===== src/rtl/rr_mux_pkg.sv =====
// Shared types and sizes for the 16-way round-robin mux scheduler.
package rr_mux_pkg;

  localparam int N_REQ = 16;
  localparam int SEL_W = 4;
  localparam int CNT_W = 8;

  typedef enum logic {
    IDLE  = 1'b0,
    GRANT = 1'b1
  } state_t;

endpackage


===== src/rtl/mux_16to1.sv =====
// Plain 16:1 single-bit multiplexer used in the scheduler datapath.
module mux_16to1 (
  input  logic [15:0] in,
  input  logic [3:0]  sel,
  output logic        out
);

  assign out = in[sel];

endmodule


===== src/rtl/rr_mux_scheduler.sv =====
// Round-robin 16-requester grant FSM feeding a registered 16:1 data mux.
// Optional grant-hold timeout is enabled by defining RR_SCHED_TIMEOUT_EN.
module rr_mux_scheduler
  import rr_mux_pkg::*;
#(
  parameter int unsigned MAX_HOLD = 8
) (
  input  logic        clk,
  input  logic        rst_n,
  input  logic [15:0] req,
  input  logic [15:0] in,
  output logic [15:0] gnt,
  output logic [3:0]  sel,
  output logic        out,
  output logic        out_valid,
  output logic        timeout
);

  if (MAX_HOLD < 1 || MAX_HOLD > 255) begin : g_bad_max_hold
    $error("MAX_HOLD must be within 1..255");
  end

  state_t           state_r;
  logic [SEL_W-1:0] ptr_r;
  logic [SEL_W-1:0] win_s;
  logic             mux_s;
  logic             req_sel_s;

  // First requesting index strictly after p, wrapping; p itself is the last candidate.
  function automatic logic [SEL_W-1:0] rr_search(input logic [N_REQ-1:0] r,
                                                 input logic [SEL_W-1:0] p);
    logic [SEL_W-1:0] idx;
    logic [SEL_W-1:0] pick;
    logic             found;
    pick  = p;
    found = 1'b0;
    for (int i = 1; i <= N_REQ; i++) begin
      idx = p + SEL_W'(i);
      if (!found && r[idx]) begin
        pick  = idx;
        found = 1'b1;
      end
    end
    return pick;
  endfunction

  assign req_sel_s = req[sel];

  // Winner of the round-robin search for the current request vector.
  always_comb begin
    win_s = rr_search(req, ptr_r);
  end

  mux_16to1 u_mux (
    .in  (in),
    .sel (sel),
    .out (mux_s)
  );

`ifdef RR_SCHED_TIMEOUT_EN
  logic [CNT_W-1:0] cnt_r;
  logic             timeout_r;
  logic             hold_hit_s;

  assign hold_hit_s = ((cnt_r + 8'd1) == CNT_W'(MAX_HOLD));
  assign timeout    = timeout_r;
`else
  assign timeout = 1'b0;
`endif

  // Grant FSM plus the output data register.
  always_ff @(posedge clk) begin
    if (!rst_n) begin
      state_r   <= IDLE;
      gnt       <= 16'h0000;
      sel       <= 4'd0;
      ptr_r     <= 4'd15;
      out       <= 1'b0;
      out_valid <= 1'b0;
`ifdef RR_SCHED_TIMEOUT_EN
      cnt_r     <= 8'd0;
      timeout_r <= 1'b0;
`endif
    end else begin
      out       <= mux_s;
      out_valid <= (state_r == GRANT) && req_sel_s;
`ifdef RR_SCHED_TIMEOUT_EN
      timeout_r <= 1'b0;
`endif
      case (state_r)
        IDLE: begin
          if (req != 16'h0000) begin
            state_r <= GRANT;
            gnt     <= 16'h0001 << win_s;
            sel     <= win_s;
            ptr_r   <= win_s;
`ifdef RR_SCHED_TIMEOUT_EN
            cnt_r   <= 8'd0;
`endif
          end else begin
            gnt <= 16'h0000;
          end
        end
        GRANT: begin
          // A normal release wins over a hold-limit hit on the same edge.
          if (!req_sel_s) begin
            state_r <= IDLE;
            gnt     <= 16'h0000;
          end
`ifdef RR_SCHED_TIMEOUT_EN
          else if (hold_hit_s) begin
            state_r   <= IDLE;
            gnt       <= 16'h0000;
            timeout_r <= 1'b1;
          end else begin
            cnt_r <= cnt_r + 8'd1;
          end
`else
          else begin
            gnt <= gnt;
          end
`endif
        end
        default: begin
          state_r <= IDLE;
          gnt     <= 16'h0000;
        end
      endcase
    end
  end

endmodule


===== config.mk =====
export PLATFORM = sky130hd
export DESIGN_NAME = rr_mux_scheduler
export DESIGN_NICKNAME = d
export VERILOG_FILES = /design/src/rtl/rr_mux_pkg.sv /design/src/rtl/mux_16to1.sv /design/src/rtl/rr_mux_scheduler.sv
export SDC_FILE = /design/constraint.sdc
export NUM_CORES = 1
export LEC_CHECK = 0
export CAP_MARGIN = 30
export CORE_MARGIN = 8
export CORE_UTILIZATION = 44
export CTS_CLUSTER_DIAMETER = 150
export DETAILED_ROUTE_END_ITERATION = 12
export GPL_TIMING_DRIVEN = 0
export HOLD_SLACK_MARGIN = 0.03
export PLACE_DENSITY = 0.67
export SLEW_MARGIN = 20
export SYNTH_ARGS = -nofsm -noshare
export SYNTH_HDL_FRONTEND = slang
export SYNTH_SLANG_ARGS = --single-unit

===== constraint.sdc =====
create_clock -name clk -period 15.1 [get_ports clk]
set_clock_uncertainty 0.2 [all_clocks]
set_input_delay 2.265 -clock clk [delete_from_list [all_inputs] [get_ports clk]]
set_output_delay 2.265 -clock clk [all_outputs]
set_load 0.03 [all_outputs]

==> key figures <==
Outcome
  • Result of the run: completed

Drt
  • Drt total wl: 12270 um
  • Drt wl/cell: 22.27 um
  • Count of nets left with antenna violations after detail routing: 0
  • Vias after detailed routing: 3742
  • DRC: 0
  • Post-DR vias/cell: 6.791
  • Detailed-router iteration count before antenna repair: 5
  • DRT iter0 DRCs: 218

Worst setup path
  • Startpoint class of the critical path: register
  • CP bufs+invs: 7
  • Top delay family on crit path: buffers and inverters
  • Critical register-to-register path startpoint: ptr_r[1]
  • WP depth: 17
  • Slowest stage cell on the critical path: clkbuf_1
  • Crit path capture type: register
  • R2r worst-path depth: 17
  • Cells along the critical path: clkbuf_1 -> buf_2 -> clkbuf_1 -> inv_1 -> ha_1 -> buf_6 -> clkbuf_1 -> mux4_1 -> mux2i_1 -> mux2i_1 -> or3_4 -> or4_4 -> buf_6 -> a31oi_1 -> o21ai_1 -> o21a_1 -> o41ai_1
  • Max incr delay on CP: 0.55 ns
  • Most frequent cell on the critical path: clkbuf_1
  • Worst R2R End: gnt[1]
  • Register-to-register setup slack: 8.39 ns
  • Type of the setup path with the least slack: reg -> reg
  • Required arrival time at the worst endpoint: 15.07 ns
  • Endpoint arrival time on the critical path: 6.69 ns
  • Largest driver fanout on the critical path: 10

Synthesis
  • Post-synthesis area per instance: 9.442 um^2
  • Total standard cell area after synthesis: 0.003664 mm^2
  • Number of synthesized flops with an enable pin: 0
  • Top post-synthesis cells by area: mux4_2 18%, dfxtp_1 15%, mux2i_1 7.7%
  • Library cell occupying the most area in the post-synthesis netlist: mux4_2
  • Top-area cell type share of the netlist area: 18.44%
  • Cell variety after synth: 65
  • Share of synthesized area occupied by flip-flops and latches: 14.75%
  • Share of flip-flops with an asynchronous set or reset: 0%
  • Primary FF master, synth: dfxtp_1
  • Gate count after technology mapping: 388
  • Synth warn: 0
  • Net count after synthesis: 430
  • Flip-flop and latch count after synthesis: 27

Placed design
  • Total placed cells including tap cells: 547
  • Count of buffers from port buffering: 54
  • Placer's final routability congestion estimate: 0.9467
  • Cell area reported after detailed placement: 0.004337 mm^2
  • Detailed-placement wirelength estimate: 9430 um

Clock network
  • Gates resized, CTS repair: 0
  • Clock net sink count: 27
  • Latest clock arrival within the worst-skew pair: 0.27 ns
  • Clock-pin slew on the worst setup and hold paths: 0.09 ns
  • Clock tree from TritonCTS: yes
  • Buffers from clock root to sink, at most: 2
  • Clk Tree Root Cell: clkbuf_8
  • Number of buffers created by CTS: 3
  • Hold_buf cts: 0
  • # Post-CTS Setup Buffers: 0
  • Max H-tree Level: 1

Global routing
  • Number of global-route vias before repair: 3576
  • Total overflow reported by the global router: 0
  • Global-route wire length before repair: 19430 um
  • Largest net degree at the start of global routing: 17
  • Total track usage: 20.98%
  • Antenna violations before repair: 0

Layout
  • Final antenna diode count: 0
  • Most frequent standard cell in the layout excluding fill and tap cells: clkdlybuf4s50_1
  • Fraction of layout cells with a size suffix above 1: 16.14%
  • Fill cell count: 736
  • Post-layout util: 53.91%
  • Total number of nets in the final design: 489
  • Area added between synthesis and finish: 19.71%
  • Top library cells by usage in the layout, fill and taps aside: 54 x clkdlybuf4s50_1, 31 x nand2_1, 30 x mux4_2, 28 x mux2i_1, 27 x dfxtp_1
  • Post-route cell area: 0.004385 mm^2
  • Non-filler instance count after layout: 551

STA
  • Max Clk Rate: 149.0 MHz
  • Count of final setup violators: 0
  • Hold Violations, Final: 0
  • Actual transition at the worst max-transition pin: 1.042 ns
  • Unrepaired setup endpoints after global routing: no
  • Part of the cycle the worst path needs: 44.46%
  • Worst-case headroom to the max-slew limit: 30.39%
  • Sum of negative setup slack: 0 ns
  • Slew Limit Fails: 0
  • Min Tclk post-route: 6.713 ns

Worst hold path
  • Worst min-delay path startpoint: gnt[0]
  • Path category of the worst min-delay check: reg -> reg
  • Endpoint of the worst hold-timing path: gnt[0]
  • Hold Path Depth: 2

Floorplan
  • Area of the core: 0.008134 mm^2
  • Number of top-level pins: 57
  • Horizontal die dimension: 107.2 um
  • Die span in y: 107.2 um
  • Std-Cell Rows: 33
  • Full die area: 0.01150 mm^2
  • Starting density of the core: 45.04%

Flow run
  • Max Cap Violations: 0
state kept, by name (all words and copies together) (netlist names):
register and flops:
gnt 16, out_valid 1, out 1, sel 4
state_r 1, ptr_r 4
cells by family (layout without fill, tap and decap cells):
family	count (synthesis)	count (layout)	synth area share [%]
AO/OA/AOI/OAI	111	111	21.72
AND/OR/NAND/NOR	106	106	14.69
multiplexers	85	85	37.67
buffers and inverters	37	95	5.225
flip-flops	27	27	14.75
XOR/XNOR	13	13	3.108
adder cells (fa/ha/maj)	8	8	2.732
other	1	1	0.1024
layer usage:
| layer | global-route usage, % | wire [um] | vias up |
|---|---|---|---|
| li1 | - | - | 1690 |
| met1 | 27.98 | 5189 | 1828 |
| met2 | 33.19 | 5802 | 190 |
| met3 | 3.299 | 882 | 34 |
| met4 | 8.141 | 398 | 0 |
| met5 | 0 | 0 | - |
cells in the mapped netlist (10+ instances only):
cell type and instances:
nand2_1 31, mux4_2 30, mux2i_1 28, dfxtp_1 27
a21oi_1 20, mux2_2 18, nor2_1 18, o21ai_0 15
clkbuf_1 13, nor4_1 13, nand3_1 12, inv_1 10
o211ai_1 10
through the flow:
step,hold WS (ns),setup WS [ns]
6_report,0.2602,8.387
4_1_cts,0.2685,8.399
3_5_place_dp,0.2389,8.365
2_1_floorplan,0.3827,9.434
5_1_grt,0.2826,7.935
3_3_place_gp,0.2415,8.343
worst reg2reg max path: stages (launching register included):
cell and delay [ns]:
dfxtp_1 0.45, clkbuf_1 0.36, buf_2 0.37, clkbuf_1 0.55, inv_1 0.30, ha_1 0.37
buf_6 0.13, clkbuf_1 0.53, mux4_1 0.40, mux2i_1 0.36, mux2i_1 0.37, or3_4 0.46
or4_4 0.52, buf_6 0.15, a31oi_1 0.22, o21ai_1 0.20, o21a_1 0.32, o41ai_1 0.35
worst max path at each step:
stage / startpoint / endpoint / slack, ns
finish: ptr_r[1] / gnt[1] / 8.39
CTS: ptr_r[1] / gnt[12] / 8.40
floorplan: req[2] / gnt[0] / 9.43
global placement: req[2] / gnt[14] / 8.34
global route: ptr_r[1] / gnt[13] / 7.94
detailed placement: req[2] / gnt[12] / 8.37
area by class of cell:
class	instances	area, um^2	area share (%)
plain buffers	25	146.4	3.338
clock buffers	3	41.29	0.9415
clock inverters	1	7.507	0.1712
inverters	12	45.04	1.027
multi-input cells	324	2933	66.88
flip-flops and latches	27	540.5	12.33
well taps	105	131.4	2.996
repair buffers	54	540.5	12.33
Power is left out: the tool's default activity adds up to more than one toggle a clock period on the data nets, which glitch-free logic cannot reach.
